--- src/rtl/jk_pkg.sv ---
// jk_pkg: shared types and constants for the JK bank driver.
// Holds the driver FSM state type, JK command encodings, mode codes.
package jk_pkg;

  typedef enum logic [1:0] {
    JK_IDLE  = 2'd0,
    JK_DRIVE = 2'd1,
    JK_CHECK = 2'd2
  } jk_drv_state_t;

  // {J,K} command per bit
  localparam logic [1:0] JK_HOLD = 2'b00;
  localparam logic [1:0] JK_RST  = 2'b01;
  localparam logic [1:0] JK_SET  = 2'b10;
  localparam logic [1:0] JK_TGL  = 2'b11;

  localparam logic JK_MODE_SR  = 1'b0;
  localparam logic JK_MODE_TGL = 1'b1;

  function automatic logic [1:0] jk_cmd(
    input logic t,
    input logic q,
    input logic mode
  );
    logic [1:0] c;
    c = JK_HOLD;
    if (t != q) begin
      if (mode == JK_MODE_TGL) c = JK_TGL;
      else c = t ? JK_SET : JK_RST;
    end
    return c;
  endfunction

endpackage

--- src/rtl/jk_excite.sv ---
// jk_excite: combinational per-word J/K excitation from target and q.
// Ports: target, q, mode in; j, k out.
module jk_excite
  import jk_pkg::*;
#(
  parameter int WIDTH = 8
) (
  input  logic [WIDTH-1:0] target,
  input  logic [WIDTH-1:0] q,
  input  logic             mode,
  output logic [WIDTH-1:0] j,
  output logic [WIDTH-1:0] k
);

  always_comb begin
    j = '0;
    k = '0;
    for (int i = 0; i < WIDTH; i++) begin
      {j[i], k[i]} = jk_cmd(target[i], q[i], mode);
    end
  end

endmodule

--- src/rtl/jk_bank_driver.sv ---
// jk_bank_driver: drives a JK flop bank to a target word with readback/retry.
// Ports: req_* handshake in, j_out/k_out to bank, q_in feedback, done_* result.
module jk_bank_driver
  import jk_pkg::*;
#(
  parameter  int WIDTH     = 8,
  parameter  int MAX_RETRY = 3,
  localparam int RW        = $clog2(MAX_RETRY + 1)
) (
  input  logic             clk,
  input  logic             reset,
  input  logic             req_valid,
  output logic             req_ready,
  input  logic [WIDTH-1:0] req_data,
  input  logic             req_mode,
  output logic [WIDTH-1:0] j_out,
  output logic [WIDTH-1:0] k_out,
  input  logic [WIDTH-1:0] q_in,
  output logic             done_valid,
  output logic             done_err,
  output logic [RW-1:0]    done_retries
);

  localparam logic [RW-1:0] MAX_R = RW'(MAX_RETRY);

  jk_drv_state_t    state_q, state_d;
  logic [WIDTH-1:0] tgt_q, tgt_d;
  logic             mode_q, mode_d;
  logic [RW-1:0]    cnt_q, cnt_d;
  logic [WIDTH-1:0] j_q, j_d;
  logic [WIDTH-1:0] k_q, k_d;
  logic             dv_q, dv_d;
  logic             de_q, de_d;
  logic [RW-1:0]    dr_q, dr_d;

  logic [WIDTH-1:0] ex_tgt;
  logic             ex_mode;
  logic [WIDTH-1:0] ex_j;
  logic [WIDTH-1:0] ex_k;

  // One excitation unit: request word while idle, latched target otherwise.
  assign ex_tgt  = (state_q == JK_IDLE) ? req_data : tgt_q;
  assign ex_mode = (state_q == JK_IDLE) ? req_mode : mode_q;

  jk_excite #(.WIDTH(WIDTH)) u_excite (
    .target (ex_tgt),
    .q      (q_in),
    .mode   (ex_mode),
    .j      (ex_j),
    .k      (ex_k)
  );

  assign req_ready    = (state_q == JK_IDLE);
  assign j_out        = j_q;
  assign k_out        = k_q;
  assign done_valid   = dv_q;
  assign done_err     = de_q;
  assign done_retries = dr_q;

  always_comb begin
    state_d = state_q;
    tgt_d   = tgt_q;
    mode_d  = mode_q;
    cnt_d   = cnt_q;
    j_d     = '0;
    k_d     = '0;
    dv_d    = 1'b0;
    de_d    = de_q;
    dr_d    = dr_q;
    unique case (1'b1)
      (state_q == JK_IDLE): begin
        if (req_valid) begin
          tgt_d   = req_data;
          mode_d  = req_mode;
          cnt_d   = '0;
          j_d     = ex_j;
          k_d     = ex_k;
          state_d = JK_DRIVE;
        end
      end
      (state_q == JK_DRIVE): begin
        state_d = JK_CHECK;
      end
      (state_q == JK_CHECK): begin
        if (q_in == tgt_q) begin
          dv_d    = 1'b1;
          de_d    = 1'b0;
          dr_d    = cnt_q;
          state_d = JK_IDLE;
        end else if (cnt_q < MAX_R) begin
          cnt_d   = cnt_q + 1'b1;
          j_d     = ex_j;
          k_d     = ex_k;
          state_d = JK_DRIVE;
        end else begin
          dv_d    = 1'b1;
          de_d    = 1'b1;
          dr_d    = MAX_R;
          state_d = JK_IDLE;
        end
      end
      default: begin
        state_d = JK_IDLE;
      end
    endcase
  end

  always_ff @(posedge clk or negedge reset) begin
    if (!reset) begin
      state_q <= JK_IDLE;
      tgt_q   <= '0;
      mode_q  <= JK_MODE_SR;
      cnt_q   <= '0;
      j_q     <= '0;
      k_q     <= '0;
      dv_q    <= 1'b0;
      de_q    <= 1'b0;
      dr_q    <= '0;
    end else begin
      state_q <= state_d;
      tgt_q   <= tgt_d;
      mode_q  <= mode_d;
      cnt_q   <= cnt_d;
      j_q     <= j_d;
      k_q     <= k_d;
      dv_q    <= dv_d;
      de_q    <= de_d;
      dr_q    <= dr_d;
    end
  end

endmodule

--- config.mk ---
export PLATFORM = sky130hd
export DESIGN_NAME = jk_bank_driver
export DESIGN_NICKNAME = d
export VERILOG_FILES = /design/src/rtl/jk_pkg.sv /design/src/rtl/jk_excite.sv /design/src/rtl/jk_bank_driver.sv
export SDC_FILE = /design/constraint.sdc
export NUM_CORES = 1
export LEC_CHECK = 0
export ABC_AREA = 1
export CAP_MARGIN = 30
export CORE_MARGIN = 5
export CORE_UTILIZATION = 55
export CTS_BUF_LIST = sky130_fd_sc_hd__clkbuf_2 sky130_fd_sc_hd__clkbuf_4 sky130_fd_sc_hd__clkbuf_8
export DETAILED_ROUTE_END_ITERATION = 12
export MAX_ROUTING_LAYER = met4
export PLACE_DENSITY = 0.87
export SYNTH_ARGS = -nofsm -noshare
export SYNTH_HDL_FRONTEND = slang
export SYNTH_SLANG_ARGS = --single-unit
export TNS_END_PERCENT = 50
--- constraint.sdc ---
create_clock -name clk -period 2.9 [get_ports clk]
set_clock_uncertainty 0.05 [all_clocks]
set_input_delay 0.435 -clock clk [delete_from_list [all_inputs] [get_ports clk]]
set_output_delay 0.435 -clock clk [all_outputs]
set_load 0.02 [all_outputs]
# Word level (Yosys, flattened, before mapping)
# Cells that the tools add are included.
[word_totals]
register_bits = 33
in_bits = 20
[op_classes]
magnitude_cmp = 1
n_addsub = 1
eq_ne = 15
muxes = 49
n_reduce_logical = 5
[ops]
columns = ["operator", "n"]
rows = [
  ["$mux 2", 30],
  ["$mux 8", 7],
  ["$pmux 8 s2", 2],
  ["$eq 8x8->1", 1],
  ["$mux 1", 8],
  ["$ne 1x1->1", 8],
  ["$ne 2x2->1 const B", 3],
  ["$pmux 2 s3", 1],
  ["$pmux 2 s2", 1],
  ["$reduce_and 2->1", 2],
  ["$reduce_and 4->1", 1],
  ["$add 2x1->2 const B", 1],
  ["$eq 2x1->1 const B", 1],
  ["$eq 2x2->1 const B", 1],
  ["$logic_not 2->1", 1],
  ["$lt 2x2->1 const B", 1],
  ["$ne 2x1->1 const B", 1],
  ["$reduce_bool 2->1", 1],
]

# Longest topological paths before layout
[logic_depth]
depth_word = 8
ltp_mapped = 9

# Modules after synthesis
# From an unflattened synthesis, not the netlist that was laid out.
[unflattened]
cells_unflattened = 239
area_unflattened_um2 = 1830.5
[modules_own_cells]
columns = ["mod", "n_inst", "area_per_inst_um2", "seq_area_each_um2", "cells_each"]
rows = [
  ["jk_bank_driver", 1, 1534.0, 825.8, 165],
  ["jk_excite", 1, 296.5, 0.0, 74],
]

# Least setup slack after synthesis
# No wires, ideal clock.
[synth_timing]
path_type = "input -> register"
startpoint = "in q_in[1]"
endpoint = "reg state_q[0]"
slack_ns = 1.405
arrival_time_ns = 1.328
path_stages = 9
cell_sequence = "inv_1 nand2_1 nand2_1 nand2_1 nor2_1 nand3_1 nand3_2 buf_6 inv_1"
[synth_between]
elab_chain_len = 3
[synth_rtl]
columns = ["item", "line", "text"]
rows = [
  ["start, declared", "jk_bank_driver.sv:18", "input logic [WIDTH-1:0] q_in,"],
  ["$eq 8x8->1", "jk_bank_driver.sv:85", "if (q_in == tgt_q) begin"],
  ["$mux 1", "jk_bank_driver.sv:85", ""],
  ["$pmux 2 s3", "jk_bank_driver.sv:70", "unique case (1'b1)"],
  ["end signal, assigned", "jk_bank_driver.sv:120", "state_q <= state_d;"],
  ["end, declared", "jk_bank_driver.sv:26", "jk_drv_state_t state_q, state_d;"],
]
# Every way passes these cells.
# A chain may end at the register's enable or synchronous reset.

# Worst setup path in the final report
[layout_timing]
startpoint = "reg state_q[0]"
endpoint = "out req_ready"
[layout_between]
elab_chain_len = 1
[layout_rtl]
columns = ["item", "line", "text"]
rows = [
  ["$logic_not 2->1", "jk_bank_driver.sv:53", "assign req_ready = (state_q == JK_IDLE);"],
  ["end, declared", "jk_bank_driver.sv:13", "output logic req_ready,"],
]
# Every way passes these cells.

==> metrics.md <==
| Metric | Value |
|---|---|
| Status | finished, final reports clean |
| Post-route ant nets | 0 |
| Synth Area in Compound Gates | 0.08686 |
| Die area | 4333 µm² |
| First-pass GRT wire length | between 6000 and 7000 µm |
| Routed length per instance | about 12 µm |
| Final WL | approximately 3700 µm |
| Final worst path period share | 0.7530 |
| Share of layout cells above drive strength 1 | 0.1074 |
| FP Rows | 20 |
| Distinct cells, synth | 22 |
| Commonest non-fill, non-tap cells in the layout | nand2_1 (78), clkdlybuf4s50_1 (40), dfrtp_1 (33), inv_1 (24), nor2_1 (22) |
| Area grow syn2layout | 29.49% |
| Starting Density | 0.5661 |
| Crit path launch type | flip-flop |
| CTS Buf Count | 5 |
| Number of synthesized flops with an enable pin | 0 |
| Initial DRC Count | 60 |
| Initial antenna violation count | 0 |
| Hold Fails Final Rpt | 0 |
| Vias in the first global route | roughly 1400 |
| GPL Wtd Cong | ~0.85 |
| Peak supply drop | between 500 and 600 µV |
| IO Pins | between 40 and 50 |
| Crit path max fanout | 7 |
| CP Capture Type | output pin |
| LEAKAGE | 1.121 nW |
| Root buffer cell | clkbuf_4 |
| FF+latch count, synth | 33 |
| Critical Path AT | between 1500 and 2000 ps |
| # Post-CTS Setup Buffers | 0 |
| Clk buf depth | 2 |
| Synthesized area | ~1700 µm² |
| DP HPWL | 2705 µm |
| Fmax | 458.0 MHz |
| Global route total overflow | 0 |
| Final setup viols | 0 |
| CTS resizes | 0 |
| Vias post-DR | between 1500 and 2000 |
| Synth Flop Type | dfrtp_1 |
| Largest net degree at the start of global routing | 34 |
| Commonest non-fill, non-tap cell in the layout | nand2_1 |
| Drc violations | 0 |
| Vias per Instance | roughly 5 |
| Yosys warns | 0 |
| Mux share of post-synthesis cell area | 0.01971 |
| RSZ-0062 raised after global routing | false |
| Adder and majority cell fraction of the synthesized area | 0.007299 |
| Worst reg2reg setup slack | roughly 860 ps |
| Final Util | 0.7331 |
| Cells after Synth | between 200 and 250 |
| Max-slew violation count | 0 |
| CTS H-tree lvls | 2 |
| Syn nets | about 250 |
| Worst hold path type | input port to async pin |
| Worst reg2reg path startpoint | state_q[0]$_DFFE_PN0P_ |
| Largest family of logic cells by synthesized area | simple AND/OR/NAND/NOR gates |
| FFs w/ async S/R, synth | 1.000 |
| Chip Height | between 60 and 70 µm |
| Critical path startpoint | state_q[0]$_DFFE_PN0P_ |
| XOR/XNOR Fraction of Synth Area | 0.02044 |
| Drt pass-1 iters | 4 |
| PortBufs | 40 |
| ANT cells | 0 |
| Syn Area/Cell | around 7.6 µm² |
| NumNets Final | 290 |
| Clk_lat worst skew | 340 ps |
| Core area | around 3000 µm² |
| Setup_tns | 0 ps |
| Synth Area in Simple Gates | 0.3088 |
| CTS tree | built |
| Max_cap viols | 0 |
| Worst path required time | roughly 2400 ps |
| Worst-margin pin slew | ~700 ps |
| Worst rel slew slack | 0.5337 |
| Clock Sinks | 33 |
| Fraction of the yosys area taken by sequential cells | 0.4818 |
| Die Width | around 66 µm |
| Crit path kind | flip-flop to output pin |
| CTS Hold Bufs | 0 |
| PwrDens | around 1000 nW/µm² |
| Worst-path clk slew | roughly 100 ps |
| Overall Global Routing Usage | 0.1990 |
| Final min period | 2184 ps |
## per-stage QoR
| step | std cells | hold slack, ps | cell area (µm²) | setup slack [ps] | power [W] |
|---|---|---|---|---|---|
| final | 314 | 430.0 | 2220 | 716.4 | 0.002323 |
| after global routing | 314 | 462.0 | 2220 | 638.7 | 0.002522 |
| after CTS | 314 | 440.8 | 2220 | 710.0 | 0.002329 |
| after detailed placement | 306 | 426.7 | 2150 | 587.7 | 0.002035 |
| after global placement | 306 | 409.7 | 2150 | 641.1 | 0.001999 |
| after floorplan | 225 | 89.41 | 1714 | 1405 | 0.001635 |
## cells by family (layout without fill, tap and decap cells)
kind of cell / count (synthesis) / count (layout)
compound gates: 28 / 28
buf+inv: 30 / 75
simple gates: 126 / 126
mux: 3 / 3
xor+xnor: 4 / 4
fa+ha+maj: 1 / 1
flops: 33 / 33
## sequential cells by signal, summed over array words and instances (netlist names)
register / cells
j_out: 8
k_out: 8
tgt_q: 8
cnt_q: 2
done_retries: 2
state_q: 2
done_err: 1
done_valid: 1
mode_q: 1
## critical path: stages (launching register included)
cell and delay, ps:
dfrtp_1 440, nor2_2 260, clkdlybuf4s50_1 660
## cell usage after synthesis (2+ instances only)
library cell,n,area [µm²]
nand2_1,78,292.8
dfrtp_1,33,825.8
inv_1,24,90.09
nor2_1,22,82.58
a21oi_1,17,85.08
nor2_2,11,68.82
nand3_1,10,50.05
o21ai_0,8,40.04
xnor2_1,4,35.03
mux2_2,3,33.78
buf_4,2,15.01
nand4_1,2,12.51
o211ai_1,2,15.01
## path summary, 6_finish.rpt
check / to / cells after the start
max in group asynchronous: j_out[4]$_DFF_PN0_ / 2
min in group clk: state_q[1]$_DFFE_PN0P_ / 1
setup reg to reg: j_out[4]$_DFF_PN0_ / 6
hold / removal: k_out[3]$_DFF_PN0_ / 2
setup / recovery: req_ready / 2
hold reg to reg: state_q[1]$_DFFE_PN0P_ / 1
## metal layers
layer | share of wire | vias up | GRT usage
met2 | 0.48 | 41 | 0.3116
li1 | - | 789 | -
met3 | 0.049 | 7 | 0.03571
met5 | 0 | - | -
met1 | 0.45 | 735 | 0.2572
met4 | 0.019 | 0 | 0.07772
## power breakdown
group,internal (W),switching [W]
combinational,0.000505,0.000776
clock,0.000140,0.000151
sequential,0.000643,0.000108
## cell type report
class,count,area (µm²)
clock buffer,7,65.06
clock inverter,1,5.005
fill,252,808.3
inverter,25,93.84
multi-input combinational,162,759.5
sequential,33,825.8
tap,44,55.05
timing repair buffer,42,415.4
Power figures use the tool's default switching activity.
